## src/rtl/jtopll_mix.sv

```systemverilog
// Output mixer for the OPLL/OPL operator stream: accumulates carrier/additive slots per frame,
// then scales, saturates and strobes one sample per frame with clip reporting.
module jtopll_mix #(
  parameter int CH   = 9,
  parameter int OPW  = 13,
  parameter int OUTW = 16,
  parameter int GAIN = 2,
  parameter int RHY  = 1
) (
  input  logic                   clk,
  input  logic                   rst_n,
  input  logic                   cenop,
  input  logic                   zero,
  input  logic signed [OPW-1:0]  op_result,
  input  logic                   op,
  input  logic                   con,
  input  logic                   rhy_en,
  input  logic [CH-1:0]          mute,
  output logic signed [OUTW-1:0] snd,
  output logic                   sample,
  output logic                   clip
);

  localparam int SLOTS = 2 * CH;
  localparam int SBW   = $clog2(SLOTS);
  localparam int AW    = OPW + $clog2(SLOTS) + 2;
  // Scaled sum is kept wide enough that the GAIN shift can never wrap before saturation.
  localparam int SW    = (AW + 4 > OUTW + 1) ? AW + 4 : OUTW + 1;
  localparam logic [SBW-1:0] LAST = SBW'(SLOTS - 1);
  localparam bit RHY_ON = (RHY != 0);
  localparam logic signed [SW-1:0] MAXV = {{(SW-OUTW+1){1'b0}}, {(OUTW-1){1'b1}}};
  localparam logic signed [SW-1:0] MINV = {{(SW-OUTW+1){1'b1}}, {(OUTW-1){1'b0}}};

  // Per-slot static decode: owning channel's mute bit and rhythm-channel membership.
  logic [SLOTS-1:0] slot_mute;
  logic [SLOTS-1:0] slot_rhy_keep;
  logic [SLOTS-1:0] slot_rhy_dbl;

  genvar gi;
  generate
    for (gi = 0; gi < SLOTS; gi++) begin : g_slot
      localparam bit KEEP = ((gi / 2) >= (CH - 2));
      localparam bit DBL  = ((gi / 2) >= (CH - 3));
      assign slot_mute[gi]     = mute[gi/2];
      assign slot_rhy_keep[gi] = KEEP;
      assign slot_rhy_dbl[gi]  = DBL;
    end
  endgenerate

  // s_reg is the index the next non-zero slot will take; full_reg marks the last slot consumed.
  logic [SBW-1:0]        s_reg;
  logic                  full_reg;
  logic signed [AW-1:0]  acc_reg;
  logic                  valid_reg;

  logic [SBW-1:0]        cur_s;
  logic                  drop;
  logic                  rhy_act;
  logic                  keep;
  logic signed [AW-1:0]  v_ext;
  logic signed [AW-1:0]  contrib;
  logic signed [SW-1:0]  acc_ext;
  logic signed [SW-1:0]  scaled;
  logic signed [OUTW-1:0] sat_val;
  logic                  sat_hit;

  always_comb begin
    cur_s   = zero ? '0 : s_reg;
    drop    = !zero && full_reg;
    rhy_act = RHY_ON && rhy_en;
    keep    = !slot_mute[cur_s] && (op || con || (rhy_act && slot_rhy_keep[cur_s]));
    v_ext   = {{(AW-OPW){op_result[OPW-1]}}, op_result};
    contrib = '0;
    if (keep && !drop) begin
      contrib = (rhy_act && slot_rhy_dbl[cur_s]) ? (v_ext <<< 1) : v_ext;
    end
  end

  always_comb begin
    acc_ext = {{(SW-AW){acc_reg[AW-1]}}, acc_reg};
    scaled  = acc_ext <<< GAIN;
    sat_hit = 1'b0;
    sat_val = scaled[OUTW-1:0];
    if (scaled > MAXV) begin
      sat_val = MAXV[OUTW-1:0];
      sat_hit = 1'b1;
    end else if (scaled < MINV) begin
      sat_val = MINV[OUTW-1:0];
      sat_hit = 1'b1;
    end
  end

  always_ff @(posedge clk or negedge rst_n) begin
    if (!rst_n) begin
      s_reg     <= '0;
      full_reg  <= 1'b0;
      acc_reg   <= '0;
      valid_reg <= 1'b0;
      snd       <= '0;
      sample    <= 1'b0;
      clip      <= 1'b0;
    end else begin
      sample <= 1'b0;
      if (cenop) begin
        if (zero) begin
          acc_reg   <= contrib;
          valid_reg <= 1'b1;
          // The first frame start after reset has no complete frame behind it.
          if (valid_reg) begin
            snd    <= sat_val;
            clip   <= sat_hit;
            sample <= 1'b1;
          end
        end else if (!drop) begin
          acc_reg <= acc_reg + contrib;
        end
        if (!drop) begin
          if (cur_s == LAST) begin
            full_reg <= 1'b1;
          end else begin
            s_reg    <= cur_s + 1'b1;
            full_reg <= 1'b0;
          end
        end
      end
    end
  end

endmodule

```

## config.mk

```make
export PLATFORM = sky130hd
export DESIGN_NAME = jtopll_mix
export DESIGN_NICKNAME = d
export VERILOG_FILES = /design/src/rtl/jtopll_mix.sv
export SDC_FILE = /design/constraint.sdc
export NUM_CORES = 1
export LEC_CHECK = 0
export ABC_AREA = 1
export CAP_MARGIN = 10
export CELL_PAD_IN_SITES_DETAIL_PLACEMENT = 0
export CELL_PAD_IN_SITES_GLOBAL_PLACEMENT = 1
export CORE_MARGIN = 2
export CORE_UTILIZATION = 40
export CTS_CLUSTER_SIZE = 14
export DETAILED_ROUTE_END_ITERATION = 6
export GPL_TIMING_DRIVEN = 0
export PLACE_DENSITY = 0.83
export SYNTH_ARGS = -nofsm -noshare
export SYNTH_HDL_FRONTEND = slang
export SYNTH_SLANG_ARGS = --single-unit
```

## constraint.sdc

```tcl
create_clock -name clk -period 3.2 [get_ports clk]
set_input_delay 0.64 -clock clk [delete_from_list [all_inputs] [get_ports clk]]
set_output_delay 0.64 -clock clk [all_outputs]
set_load 0.02 [all_outputs]
```

==> flow_summary.toml <==
[sta]
max-slew-margin-rel = 0.6395
final.period_utilization = 0.9449
worst_slew_pin_slew_ns = 0.5407
rsz0062_at_grt = "true"
final.min_clock_period_ns = 3.024
drv_slew = 0
timing.fmax_mhz = 330.7
finalHoldViolCount = 0
finClkSkew_ns = 0.006430
setup_viol = 0
hold_slack_ns = 0.2487

[flow_run]
maxCapViolCount = 0

[routing]
firstDrtPassIters = 4
via_count = 3691
vias_per_cell = 5.199
routed_wirelength_um = 9897
antenna_left = 0
drt_iter0_drc = 158
drt_drc_violations_left = 0
wl_per_cell_um = 13.94

[power]
design_power_total_mw = 2.505
power.ir.vdd_worst_mv = 0.1883
leakage_nw = 2.328
power-per-cell-area_nw_per_um2 = 551.6

[synthesis]
synth_warnings = 0
synth_area_sq_um = 3570
synth-edff-count = 0
ys_dominant_reg_cell = "dfrtp_1"
synth_fa_ha_area_frac = 0.07921
syn_inst = 543
postSynthNetCount = 594
largest_family_of_logic_cells_by_synthesized_area = "simple AND/OR/NAND/NOR gates"
synthSimpleGateAreaFrac = 0.3621
ys_seq_elements = 44
yosysUniqueCellTypes = 37
avgSynthCellArea_sq_um = 6.574
synthArstFlopShare = 1.000
yosysSeqAreaShare = 0.3084
synth_compound_area_frac = 0.1363
parity_gate_share_of_the_synthesized_area_counting_xor_and_xnor_cells = 0.01227
synthMuxAreaShare = 0.006309

[worst_hold_path]
hold_class = "in2async"

[finish]
final_layout_size_suffix_gt1_frac = 0.1661
flow.area_growth_from_synthesis_pct = 27.23
largest_register_ff_count = 20
sequential_cell_area_sq_um = 1101
num_antenna_cells = 0
multi_input_area_sq_um = 2364
fillCellCount = 890
finish.net_count = 652

[clock_network]
h-tree-depth = 2
post_cts_hold_buffers = 0
ctsRootBufferMaster = "clkbuf_8"
cts.clk_slew.worst_paths_ns = 0.08
ctsLongestPathBuffers = 2
cts_sinks = 44
cts_tree = "built"
numCtsBuffers = 5
clock_insertion_delay_worst_skew_ns = 0.29

[place]
io_buffer_count = 46
routabilityCongestion = 0.8772
total_half_perimeter_wirelength_after_legalization_and_detailed_placement_um = 7866

[floorplan]
floorplan.die.height_um = 98.47
starting_density_of_the_core = 0.4113
die-width_um = 98.47
io-pin-count = 47
fp.dieArea_sq_um = 9695
placeableCoreArea_sq_um = 8678
rows = 34

[worst_setup_path]
critical_path_peak_fanout = 8
worst-setup-path-type = "in2reg"
critical_path.startpoint_type = "input pin"
crit_path_end_kind = "flip-flop"
regToRegStartpoint = "s_reg[1]"
cp_data_required_time_ns = 3.39
timing.critical_path.arrival_ns = 3.21
worstSetupStartpoint = "mute[8]"

[global_routing]
grt_util_all_layers = 0.2092
maximum_number_of_pins_on_one_net_before_global_route_repair = 32
global_route_wire_length_before_repair_um = 16670
grt_overflow = 0
grt_pass1_vias = 3516
grt_antenna_before_repair = 0

[outcome]
run_status = "finished clean"
[report_power, final]
part	internal [mW]	switching (mW)
registers	0.698	0.141
clock network	0.172	0.182
logic	0.538	0.775
[per-layer routing]
metal  GRT usage  share of wire
met3     0.01631          0.031
met5           0              0
met1      0.3063           0.50
met4     0.04531          0.018
met2      0.3407           0.45
[stage by stage]
step	TNS [ns]	instance area (sq um)	worst slack (ns)	cells	util
after floorplan	0	3570	0.2303	543	-
after global placement	-10.87	4165	-1.044	697	0.4800
after detailed placement	-10.72	4180	-1.034	698	0.4817
after CTS	0	4337	0.007764	709	0.4997
after global routing	-0.05642	4542	-0.01930	710	0.5234
final	0	4542	0.1762	710	0.5234
[worst paths after layout]
path                               endpoint  slack [ns]  cells past startpoint
min in group clk                  valid_reg        0.47                      2
worst max-delay path            acc_reg[12]        0.18                     18
worst max register to register  acc_reg[12]        0.30                     18
worst min register to register    valid_reg        0.47                      2
max in group asynchronous       acc_reg[18]        2.47                      2
worst min-delay path             acc_reg[3]        0.25                      1
[logic make-up after synthesis]
family	count (synthesis)
compound gates	82
xor+xnor	5
fa+ha+maj	22
buf+inv	83
flops	44
mux	2
simple gates	305
[worst max-delay path, stage by stage]
cell	delay [ns]
clkdlybuf4s50_1	0.40
inv_1	0.05
nor2_1	0.03
nand4_1	0.09
nand2_1	0.07
a21oi_2	0.15
nand2_4	0.13
nor2_4	0.14
ha_4	0.18
inv_1	0.06
fa_1	0.38
o21a_2	0.26
o21ai_4	0.16
nand3_1	0.11
nand3_1	0.08
nand3_1	0.08
nand2_1	0.12
nand2_1	0.05
[final cells by class]
class                      count  area share
multi-input combinational    416      0.5204
sequential                    44      0.2424
timing repair buffer          51      0.1102
inverter                      69     0.05813
tap                          108     0.02975
buffer                        14     0.01873
clock buffer                   6     0.01818
clock inverter                 2    0.002204
[cells in the final DEF (no fill, tap or decap), types with 6 or more instances in the layout]
master	n
a21oi_1	16
a21oi_2	14
buf_4	8
clkbuf_8	6
clkdlybuf4s50_1	44
dfrtp_1	44
ha_1	12
ha_4	6
inv_1	60
inv_2	7
nand2_1	171
nand2_2	15
nand3_1	42
nand4_1	7
nor2_1	39
nor2_2	10
o21ai_0	28
[synth_stat cells, drive strengths merged, types with 2 or more instances]
library cell	count	area, sq um
a21o	3	22.52
buf	8	56.30
mux2	2	22.52
clkbuf	6	22.52
o21ai	32	160.2
nand3	47	240.2
a21oi	31	185.2
ha	21	262.8
dfrtp	44	1101
nor3	4	20.02
or2	2	12.51
o21bai	5	37.54
nand3b	5	37.54
a31oi	3	18.77
o211ai	5	37.54
inv	69	261.5
nand2	188	728.2
xor2	4	35.03
nor2	51	203.9
nand4	7	43.79
[timing repair]
action                     4_1_cts  5_1_grt
setup endpoints to repair       16       15
pin swaps                        4        8
setup buffers                    3        1
gates resized for setup         13       55
No activity file was read; power rests on OpenSTA's default activity.
